===== src/rtl/vx_commit_arbiter.sv =====
// vx_commit_arbiter: round-robin arbiter sharing one commit port among NUM_REQS
// execute-unit streams, with packet locking and a 2-entry registered output skid buffer.
module vx_commit_arbiter #(
    parameter int NUM_REQS   = 4,
    parameter int DATA_WIDTH = 64,
    parameter int SEL_WIDTH  = (NUM_REQS > 1) ? $clog2(NUM_REQS) : 1
) (
    input  logic                           clk,
    input  logic                           reset,
    input  logic [NUM_REQS-1:0]            req_valid,
    input  logic [NUM_REQS*DATA_WIDTH-1:0] req_data,
    input  logic [NUM_REQS-1:0]            req_eop,
    output logic [NUM_REQS-1:0]            req_ready,
    output logic                           out_valid,
    output logic [DATA_WIDTH-1:0]          out_data,
    output logic                           out_eop,
    output logic [SEL_WIDTH-1:0]           out_sel,
    input  logic                           out_ready,
    output logic                           lock_busy
);

    localparam int unsigned NREQ = NUM_REQS;

    logic [SEL_WIDTH-1:0]  ptr;
    logic                  lock;
    logic [SEL_WIDTH-1:0]  lock_idx;
    logic [1:0]            count;

    logic [DATA_WIDTH-1:0] tail_data;
    logic                  tail_eop;
    logic [SEL_WIDTH-1:0]  tail_sel;

    logic [SEL_WIDTH-1:0]  scan_idx;
    logic                  scan_found;
    logic [SEL_WIDTH-1:0]  grant_idx;
    logic                  grant_valid;
    logic [DATA_WIDTH-1:0] in_data;
    logic                  in_eop;
    logic                  buf_full;
    logic                  push;
    logic                  pop;

    // Round-robin scan from ptr, overridden by the lock holder while a packet is open.
    always_comb begin
        int unsigned idx;
        scan_idx    = ptr;
        scan_found  = 1'b0;
        grant_valid = 1'b0;
        in_data     = '0;
        in_eop      = 1'b0;
        for (int unsigned k = 0; k < NREQ; k++) begin
            idx = 32'(ptr) + k;
            if (idx >= NREQ) begin
                idx = idx - NREQ;
            end
            for (int unsigned i = 0; i < NREQ; i++) begin
                if (!scan_found && (i == idx) && req_valid[i]) begin
                    scan_found = 1'b1;
                    scan_idx   = SEL_WIDTH'(i);
                end
            end
        end
        grant_idx = lock ? lock_idx : scan_idx;
        for (int unsigned i = 0; i < NREQ; i++) begin
            if (32'(grant_idx) == i) begin
                grant_valid = req_valid[i];
                in_data     = req_data[i*DATA_WIDTH +: DATA_WIDTH];
                in_eop      = req_eop[i];
            end
        end
    end

    assign buf_full  = (count == 2'd2);
    assign push      = grant_valid && !buf_full && !reset;
    assign pop       = out_valid && out_ready;
    assign out_valid = (count != 2'd0);
    assign lock_busy = lock;

    // Ready is granted only to the winner; depends on registered buffer state, not out_ready.
    always_comb begin
        req_ready = '0;
        for (int unsigned i = 0; i < NREQ; i++) begin
            req_ready[i] = push && (32'(grant_idx) == i);
        end
    end

    // Lock and round-robin pointer update on each accepted beat.
    always_ff @(posedge clk) begin
        if (reset) begin
            ptr      <= '0;
            lock     <= 1'b0;
            lock_idx <= '0;
        end else if (push) begin
            if (in_eop) begin
                lock <= 1'b0;
                if (32'(grant_idx) == NREQ - 1) begin
                    ptr <= '0;
                end else begin
                    ptr <= grant_idx + SEL_WIDTH'(1);
                end
            end else begin
                lock     <= 1'b1;
                lock_idx <= grant_idx;
            end
        end
    end

    // Two-entry skid buffer: head entry is the output register, tail absorbs one stall beat.
    always_ff @(posedge clk) begin
        if (reset) begin
            count     <= 2'd0;
            out_data  <= '0;
            out_eop   <= 1'b0;
            out_sel   <= '0;
            tail_data <= '0;
            tail_eop  <= 1'b0;
            tail_sel  <= '0;
        end else begin
            if (push && ((count == 2'd0) || ((count == 2'd1) && pop))) begin
                out_data <= in_data;
                out_eop  <= in_eop;
                out_sel  <= grant_idx;
            end else if (pop && (count == 2'd2)) begin
                out_data <= tail_data;
                out_eop  <= tail_eop;
                out_sel  <= tail_sel;
            end
            if (push && (count == 2'd1) && !pop) begin
                tail_data <= in_data;
                tail_eop  <= in_eop;
                tail_sel  <= grant_idx;
            end
            if (push && !pop) begin
                count <= count + 2'd1;
            end else if (!push && pop) begin
                count <= count - 2'd1;
            end
        end
    end

endmodule

===== config.mk =====
export PLATFORM = sky130hd
export DESIGN_NAME = vx_commit_arbiter
export DESIGN_NICKNAME = d
export VERILOG_FILES = /design/src/rtl/vx_commit_arbiter.sv
export SDC_FILE = /design/constraint.sdc
export NUM_CORES = 1
export LEC_CHECK = 0
export ABC_AREA = 1
export CORE_ASPECT_RATIO = 0.5
export CORE_UTILIZATION = 46
export DETAILED_ROUTE_END_ITERATION = 10
export PLACE_DENSITY_LB_ADDON = 0.08
export SETUP_SLACK_MARGIN = 0.4
export SLEW_MARGIN = 20
export SYNTH_ARGS = -nofsm -noshare
export SYNTH_HDL_FRONTEND = slang
export SYNTH_SLANG_ARGS = --single-unit
export TNS_END_PERCENT = 1

===== constraint.sdc =====
create_clock -name clk -period 6.2 [get_ports clk]
set_input_delay 1.24 -clock clk [delete_from_list [all_inputs] [get_ports clk]]
set_output_delay 1.24 -clock clk [all_outputs]
set_load 0.02 [all_outputs]

==> flow_metrics.py, run 1 <==
metrics = {
    "outcome": {
        "status": "finished, final reports clean",
    },
    "global_routing": {
        "grt.total_usage_pct": 31.48,
        "antenna_found_initial": 0,
        "grt_pass1_vias": 8617,
        "grt_max_degree": 74,
        "grt_overflow": 0,
        "grt_pass1_wl_mm": 42.77,
    },
    "floorplanning": {
        "die_h_um": 93.25,
        "core_um2": 15820,
        "io_pins": 340,
        "die_area_um2": 17200,
        "initial_core_util_pct": 48.43,
        "die_x_um": 184.5,
        "placementRows": 32,
    },
    "sta": {
        "rsz0062_at_grt": "yes",
        "fin_crit_ns": 5.661,
        "finalMaxSlewViolations": 0,
        "finalSetupTns_ns": 0,
        "skew_ns": 0.008124,
        "clock.fmax_ghz": 0.1766,
        "min_period_over_period_pct": 91.31,
        "hold_viol": 0,
        "slew_headroom_pct": 32.88,
        "setup_viol": 0,
        "worst_pin_slew_ns": 1.006,
    },
    "clock_network": {
        "cts-buffers-inserted": 17,
        "clkSinkCount": 141,
        "clockBufferDepth": 2,
        "tritoncts": "done",
        "path_clk_slew_ns": 0.06,
        "clock-root-buffer": "clkbuf_16",
        "cts_htree_levels": 4,
        "clk_latency_ns": 0.42,
    },
    "synth": {
        "synthAdderAreaFrac_pct": 1.307,
        "synth_top_family_by_area": "simple AND/OR/NAND/NOR gates",
        "synth.distinct_cells": 39,
        "syn-num-nets": 1418,
        "synth-simple-area-share_pct": 30.32,
        "synth_xor_xnor_area_share_pct": 0.2287,
        "synthCells": 1143,
        "ys_ff_latch": 141,
        "synth_compound_area_share_pct": 24.21,
        "ys_seq_area_share_pct": 36.85,
        "syn_area_um2": 7660,
        "yosysWarningCount": 0,
        "synth_mux_area_share_pct": 0,
        "avgSynthCellArea_um2": 6.702,
    },
    "power_and_ir_drop": {
        "power.total_w": 0.007242,
        "peakVddDrop_mv": 0.4913,
        "leakagePower_nw": 4.503,
        "power_density_nw_per_um2": 621.3,
    },
    "worst_setup_path": {
        "crit_arrival_ns": 4.42,
        "critical_path_required_ns": 4.96,
        "slowest_stage": "clkdlybuf4s50_1",
        "critPathLaunchType": "input port",
        "worst-setup-path-type": "input port to output port",
        "crit_path_max_incr_delay_ns": 0.51,
        "cp_top_family": "simple AND/OR/NAND/NOR gates",
        "critPathBufInv": 4,
        "path_cells": "clkdlybuf4s50_1 > nand3_2 > nand2_1 > nor2_4 > nand4_2 > nor2_2 > nand4_2 > nor2_4 > nand3_1 > nand2_1 > nand2_2 > a21boi_4 > inv_1 > ha_1 > a21oi_1 > o21ai_1 > and2_2 > inv_4 > nor2_1 > dlygate4sd2_1",
        "worstPathMaxFanout": 7,
        "worst_setup_path_end_kind": "output port",
    },
    "place": {
        "dp_hpwl_mm": 18.74,
        "routabilityCongestion": 0.9176,
        "dp.cells": 1626,
        "port_buffers": 339,
    },
    "detailed_routing": {
        "antenna_left": 0,
        "drc": 0,
        "drt_iter0_drc": 670,
        "avgViaCountPerCell": 5.549,
        "drt_wl_total_mm": 27.51,
        "num_vias": 9200,
        "drt_pre_antenna_iters": 5,
        "routedWlPerCell_um": 16.59,
    },
    "final_layout": {
        "final_common_cell": "nand2_1",
        "diodes": 0,
        "drive_gt1_share_pct": 5.498,
        "syn_to_final_growth_pct": 52.19,
        "final_cell_mix": "424 x nand2_1, 333 x clkdlybuf4s50_1, 141 x dfxtp_1, 109 x a31oi_1, 75 x o21ai_0",
        "fin_nets": 1699,
        "final_cells": 1658,
    },
    "flow_run": {
        "maxCapViolations": 0,
    },
    "min_path": {
        "hold_class": "flop to flop",
    },
}
-- flip-flops by register name, summed over array words and instances (netlist names) --
signal,count
out_data,64
tail_data,64
count,2
lock_idx,2
out_sel,2
ptr,2
tail_sel,2
lock_busy,1
out_eop,1
tail_eop,1
-- tightest hold or removal path, cell delays in order, from the launching register on --
cell	delay, ns
dfxtp_1	0.30
inv_1	0.06
a21oi_1	0.06
-- final timing paths --
check	depth (start not counted)	endpoint	slack (ns)	start
min	2	tail_eop	0.46	tail_eop
min reg2reg	2	tail_eop	0.46	tail_eop
max	20	req_ready[0]	0.54	req_valid[2]
max reg2reg	25	tail_eop	1.96	ptr[1]
-- metrics by stage --
stage | setup WS, ns | hold slack [ns] | utilization, % | cell area [um2]
after detailed placement | 0.2580 | 0.4497 | 70.11 | 11090
after CTS | 0.2562 | 0.4568 | 73.62 | 11640
after global placement | 0.3307 | 0.4426 | 70.11 | 11090
final | 0.5389 | 0.4561 | 73.71 | 11660
after floorplan | 1.390 | 0.4299 | - | 7660
after global routing | 0.2059 | 0.4818 | 73.71 | 11660
-- layer usage --
layer  vias to the layer above  wire, um  global-route usage (%)
met3                        59      2169                   7.438
met2                       352     13210                   55.35
li1                       4486         -                       -
met4                         0       721                   11.88
met5                         -         0                       0
met1                      4303     11400                   37.40
-- cells in the mapped netlist --
library cell,count,area share (%)
a221oi_1,20,2.3
xor2_1,1,0.11
a21boi_4,1,0.25
buf_6,1,0.15
nand2_2,2,0.16
and2_2,1,0.098
o21ai_0,75,4.9
o21ai_1,1,0.065
xnor2_1,1,0.11
buf_2,14,0.91
o22ai_1,1,0.082
nor2_1,72,3.5
nor3_4,1,0.21
or2_2,1,0.082
nand3_2,2,0.26
nand4_2,3,0.49
a21oi_1,8,0.52
o21a_1,1,0.098
o31ai_1,20,2.0
a31oi_1,109,8.9
clkinv_1,1,0.049
inv_2,3,0.15
nand4_1,3,0.25
ha_1,8,1.3
a21oi_2,3,0.34
dfxtp_1,141,37
inv_1,34,1.7
nand2_4,1,0.15
nor2_2,1,0.082
nand3_1,56,3.7
nor3_1,2,0.13
clkbuf_1,62,3.0
buf_1,11,0.54
buf_4,6,0.59
nor2_4,3,0.44
nand2_1,424,21
o211ai_1,46,4.5
a22oi_1,1,0.098
a211oi_1,2,0.20
-- cell type report --
type                       count  area, um2
clock inverter                13      103.9
inverter                      38      147.6
sequential                   141       2823
fill                        1268       4158
timing repair buffer         356       3537
clock buffer                  19      452.9
tap                          221      276.5
multi-input combinational    870       4317
-- cells by family (layout without fill, tap and decap cells) --
family                   after synthesis  count (layout)
adder cells (fa/ha/maj)                8               8
AO/OA/AOI/OAI                        288             288
flip-flops                           141             141
XOR/XNOR                               2               2
AND/OR/NAND/NOR                      572             572
buffers and inverters                132             426
-- report_power, final --
group          switching [W]  internal (W)
Combinational        0.00324       0.00175
Sequential          0.000133       0.00115
Clock               0.000427      0.000541
-- timing repair --
action	CTS	global route
resized for setup	1	5
endpoints found under the setup margin	4	4
setup buffers	0	0
hold buffers	0	0
Power figures use the tool's default switching activity.
==> run 2, diff against run 1 <==
--- a/config.mk
+++ b/config.mk
@@ -6,6 +6,7 @@
 export NUM_CORES = 1
 export LEC_CHECK = 0
 export ABC_AREA = 1
+export CAP_MARGIN = 40
 export CORE_ASPECT_RATIO = 0.5
 export CORE_UTILIZATION = 46
 export DETAILED_ROUTE_END_ITERATION = 10
==> run 2 against run 1 <==
Hold slack barely moved. Global-route usage is 0.18 points higher. Flip-flop and latch count unchanged. Setup slack gained 0.18 ns. Fmax up 3.4%. Critical endpoint unchanged. Critical path depth grew 3. Cell count about the same. Clock power decreased by 0.5%. Die area is the same. Via count barely moved.
==> flow_metrics.py, run 2 (synthesis results as in run 1) <==
metrics = {
    "sta": {
        "clock.fmax_ghz": 0.1826,
        "slew_headroom_pct": 43.88,
        "hold_viol": 0,
        "min_period_over_period_pct": 88.34,
        "setup_viol": 0,
        "worst_pin_slew_ns": 0.8418,
        "rsz0062_at_grt": "no",
        "fin_ws_ns": 0.7226,
        "fin_crit_ns": 5.477,
        "skew_ns": 0.01040,
        "finalSetupTns_ns": 0,
        "finalMaxSlewViolations": 0,
    },
    "clock_network": {
        "cts_htree_levels": 4,
        "clk_latency_ns": 0.42,
        "tritoncts": "done",
        "clock-root-buffer": "clkbuf_16",
        "hold_buffers": 0,
        "cts-buffers-inserted": 17,
        "post_cts_buffers": 0,
        "clkSinkCount": 141,
        "cts-resized-gates": 1,
        "clockBufferDepth": 2,
        "path_clk_slew_ns": 0.06,
    },
    "global_routing": {
        "gr-max-usage-layer": "met2",
        "grt.total_usage_pct": 31.67,
        "grt_pass1_wl_mm": 43.00,
        "grtUsageMet3_pct": 8.879,
        "grt_max_degree": 70,
        "antenna_found_initial": 0,
        "met2_usage_pct": 55.25,
        "grt_overflow": 0,
        "use_met1_pct": 36.97,
        "grt_pass1_vias": 8638,
    },
    "detailed_routing": {
        "drt_iter0_drc": 651,
        "num_vias": 9192,
        "avgViaCountPerCell": 5.541,
        "routedWlPerCell_um": 16.60,
        "antenna_left": 0,
        "drt_pre_antenna_iters": 5,
        "drt_wl_total_mm": 27.54,
        "drc": 0,
    },
    "worst_setup_path": {
        "worst-setup-path-type": "input port to output port",
        "critical_path_required_ns": 4.96,
        "worst_setup_path_end_kind": "output port",
        "critPathLaunchType": "input port",
        "worstPathMaxFanout": 7,
        "crit_arrival_ns": 4.24,
    },
    "outcome": {
        "status": "finished, final reports clean",
    },
    "place": {
        "dp_hpwl_mm": 18.88,
        "port_buffers": 339,
        "dp.cells": 1627,
        "routabilityCongestion": 0.9176,
        "pre_cts_ws_ns": 0.2281,
    },
    "power_and_ir_drop": {
        "p_sw_share_pct": 52.63,
        "peakVddDrop_mv": 0.6465,
        "power_density_nw_per_um2": 620.2,
        "power.share.clock_pct": 13.3,
        "leakagePower_nw": 4.529,
        "comb_power_share_pct": 69.0,
        "p_seq_share_pct": 17.7,
        "internal_power_w": 0.003431,
        "p_switching_w": 0.003812,
    },
    "floorplanning": {
        "initial_core_util_pct": 48.43,
        "io_pins": 340,
        "die_x_um": 184.5,
        "placementRows": 32,
        "core_um2": 15820,
        "die_h_um": 93.25,
        "die_area_um2": 17200,
    },
    "final_layout": {
        "final_cell_mix": "424 x nand2_1, 331 x clkdlybuf4s50_1, 141 x dfxtp_1, 109 x a31oi_1, 75 x o21ai_0",
        "final_common_cell": "nand2_1",
        "fin_nets": 1700,
        "reg_top3": "out_data (64), tail_data (64)",
        "final_cells": 1659,
        "drive_gt1_share_pct": 5.633,
        "diodes": 0,
        "syn_to_final_growth_pct": 52.47,
    },
    "flow_run": {
        "maxCapViolations": 0,
    },
    "min_path": {
        "hold_class": "flop to flop",
    },
}
## run 2: routing by layer
layer / up-vias / routed length, um / share of wire, %
met3: 58 / 2459 / 8.9
li1: 4491 / - / -
met2: 391 / 13100 / 48
met5: - / 0 / 0
met1: 4252 / 11190 / 41
met4: 0 / 799 / 2.9
## run 2: final cells by class
class                           instances  area [um2]
Timing Repair Buffer                  357        3558
Inverter                               38       146.4
Clock inverter                         15       127.6
Tap cell                              221       276.5
Fill cell                            1252        4136
Clock buffer                           17       425.4
Multi-Input combinational cell        870        4322
Sequential cell                       141        2823
## run 2: power groups by stage
stage | logic (W) | clock network [W] | registers, W
global route | 0.00550 | 0.00101 | 0.00131
floorplan | 0.00329 | 0 | 0.00146
global placement | 0.00484 | 0 | 0.00129
finish | 0.00500 | 0.000962 | 0.00128
CTS | 0.00498 | 0.000966 | 0.00128
detailed placement | 0.00495 | 0 | 0.00129
## run 2: stage by stage
step                      cell area (um2)  util [%]  power (W)  hold slack (ns)
final                               11680     73.84   0.007243           0.4560
after global routing                11680     73.84   0.007818           0.4824
after CTS                           11660     73.73   0.007224           0.4551
after detailed placement            11110     70.24   0.006238           0.4476
after global placement              11090     70.11   0.006131           0.4426
after floorplan                      7660         -   0.004757           0.4299
## run 2: critical path, cell delays in order
cell,delay (ns)
clkdlybuf4s50_1,0.43
nand3_1,0.09
nand2_1,0.09
nor2_4,0.15
nand4_2,0.15
nor2_4,0.15
nand4_2,0.11
nor2_4,0.14
nand3_1,0.08
nand2_1,0.07
nand2_1,0.04
nand2_1,0.06
nand2_2,0.06
nand2_4,0.11
inv_1,0.10
ha_2,0.22
nor2_4,0.11
a22oi_1,0.07
o21ai_1,0.12
and2_2,0.22
inv_4,0.09
nor2_1,0.09
dlymetal6s2s_1,0.22
## run 2: final timing paths
path,start,end,slack [ns],cells after the start
setup / recovery,req_valid[3],req_ready[0],0.72,23
hold / removal,tail_eop,tail_eop,0.46,2
setup reg to reg,ptr[1],tail_eop,1.94,25
hold reg to reg,tail_eop,tail_eop,0.46,2
==> run 3, diff against run 2 <==
--- a/config.mk
+++ b/config.mk
@@ -12,7 +12,6 @@
 export DETAILED_ROUTE_END_ITERATION = 10
 export PLACE_DENSITY_LB_ADDON = 0.08
 export SETUP_SLACK_MARGIN = 0.4
-export SLEW_MARGIN = 20
 export SYNTH_ARGS = -nofsm -noshare
 export SYNTH_HDL_FRONTEND = slang
 export SYNTH_SLANG_ARGS = --single-unit
==> run 3 against run 2 <==
Setup slack better by 0.042 ns. Non-clock buffer count unchanged. Final area rose by 0.32%. Critical endpoint is now req_ready[1]. Highest routed layer unchanged.
==> flow_metrics.py, run 3 (synthesis results as in run 1) <==
metrics = {
    "sta": {
        "hold_viol": 0,
        "finalSetupTns_ns": 0,
        "slew_headroom_pct": 42.81,
        "rsz0062_at_grt": "no",
        "skew_ns": 0.01104,
        "worst_pin_slew_ns": 0.8578,
        "setup_viol": 0,
        "fin_ws_ns": 0.7644,
        "min_period_over_period_pct": 87.67,
        "finalMaxSlewViolations": 0,
        "fin_crit_ns": 5.436,
        "clock.fmax_ghz": 0.1840,
    },
    "final_layout": {
        "drive_gt1_share_pct": 5.702,
        "final_util_pct": 74.08,
        "final_cells": 1659,
        "reg_top3": "out_data (64), tail_data (64)",
        "fillers": 1250,
        "design_area_um2": 11720,
        "diodes": 0,
        "final_common_cell": "nand2_1",
        "syn_to_final_growth_pct": 52.96,
        "fin_nets": 1700,
        "final_cell_mix": "424 x nand2_1, 331 x clkdlybuf4s50_1, 141 x dfxtp_1, 109 x a31oi_1, 75 x o21ai_0",
    },
    "worst_setup_path": {
        "path_cells": "clkdlybuf4s50_1 > nand3_1 > nand2_1 > nor2_4 > nand4_2 > nor2_4 > nand4_2 > nor2_4 > nand3_1 > nand2_1 > nand2_2 > a21boi_4 > inv_1 > ha_1 > a21oi_1 > o21ai_1 > and2_2 > inv_4 > nor2_1 > dlymetal6s2s_1",
        "crit_arrival_ns": 4.20,
        "crit_path_max_incr_delay_ns": 0.42,
        "critPathLaunchType": "input port",
        "worstPathMaxFanout": 7,
        "worst_setup_path_end_kind": "output port",
        "cp_common_cell": "nor2_4",
        "slowest_stage": "clkdlybuf4s50_1",
        "reg2reg_depth": 23,
        "critical_path_required_ns": 4.96,
        "worst-setup-path-type": "input port to output port",
    },
    "global_routing": {
        "grt_pass1_wl_mm": 42.93,
        "antenna_found_initial": 0,
        "grt_max_degree": 70,
        "grt_pass1_vias": 8601,
        "grt_overflow": 0,
        "grt.total_usage_pct": 31.60,
    },
    "clock_network": {
        "clk_latency_ns": 0.41,
        "path_clk_slew_ns": 0.06,
        "hold_buffers": 0,
        "clkSinkCount": 141,
        "post_cts_buffers": 0,
        "clock-root-buffer": "clkbuf_16",
        "tritoncts": "done",
        "clockBufferDepth": 2,
        "cts-buffers-inserted": 17,
        "cts_htree_levels": 4,
    },
    "detailed_routing": {
        "num_vias": 9219,
        "drt_wl_total_mm": 27.41,
        "antenna_left": 0,
        "avgViaCountPerCell": 5.557,
        "drt_iter0_drc": 631,
        "drt_pre_antenna_iters": 5,
        "drc": 0,
        "routedWlPerCell_um": 16.52,
    },
    "min_path": {
        "hold_class": "flop to flop",
        "hold_path_depth": 2,
    },
    "place": {
        "dp_hpwl_mm": 18.87,
        "placed_area_um2": 11110,
        "routabilityCongestion": 0.9176,
        "port_buffers": 339,
        "dp.cells": 1627,
        "pre_cts_ws_ns": 0.2292,
    },
    "floorplanning": {
        "io_pins": 340,
        "initial_core_util_pct": 48.43,
        "die_x_um": 184.5,
        "core_um2": 15820,
        "placementRows": 32,
        "die_area_um2": 17200,
        "die_h_um": 93.25,
    },
    "outcome": {
        "status": "finished, final reports clean",
    },
    "power_and_ir_drop": {
        "leakagePower_nw": 4.527,
        "power_density_nw_per_um2": 622.6,
        "peakVddDrop_mv": 0.5324,
    },
    "flow_run": {
        "maxCapViolations": 0,
    },
}
## run 3: cell count changes in the layout (fill, tap and decap cells not counted), moves of 2 or more
cell,change
bufinv_16,+2
inv_8,-2
clkinv_4,+2
inv_6,-3
## run 3: metrics by stage
stage	hold slack, ns	power (W)
CTS	0.4537	0.007277
detailed placement	0.4455	0.006235
global placement	0.4426	0.006131
floorplan	0.4299	0.004757
global route	0.4803	0.007888
finish	0.4529	0.007295
## run 3: final cells by class
| class | count | area (um2) | share of cell area, % |
|---|---|---|---|
| multi-input combinational | 870 | 4322 | 36.89 |
| clock inverter | 14 | 158.9 | 1.356 |
| inverter | 38 | 146.4 | 1.249 |
| clock buffer | 18 | 439.2 | 3.748 |
| sequential | 141 | 2823 | 24.09 |
| timing repair buffer | 357 | 3551 | 30.31 |
| tap | 221 | 276.5 | 2.360 |
## run 3: what timing repair did
action | in CTS | in global routing
setup endpoints to repair | 4 | 4
pin swaps | 0 | 0
resized for setup | 1 | 11
## run 3: final timing paths
| check | slack [ns] | startpoint | endpoint |
|---|---|---|---|
| worst max-delay path | 0.76 | req_valid[3] | req_ready[1] |
| worst max register to register | 2.01 | ptr[1] | lock_idx[0] |
| worst min register to register | 0.45 | tail_eop | tail_eop |
| worst min-delay path | 0.45 | tail_eop | tail_eop |
## run 3: power breakdown
part | switching [W] | total, W | internal (W)
clock | 0.000415 | 0.00102 | 0.000610
combinational | 0.00323 | 0.00499 | 0.00175
sequential | 0.000135 | 0.00128 | 0.00115
total | 0.00378 | 0.00729 | 0.00351
## run 3: per-layer routing
layer / track usage, % / routed length [um]
met5: 0 / 0
met1: 37.44 / 11160
met2: 55.97 / 13290
met4: 10.56 / 705
met3: 7.866 / 2258
## run 3: critical path, delay by kind of cell
kind,cells,cell delay (ns)
buffers and inverters,4,0.88
adders and majority gates,1,0.29
and+or+nand+nor,12,1.36
AOI/OAI and AO/OA,3,0.42
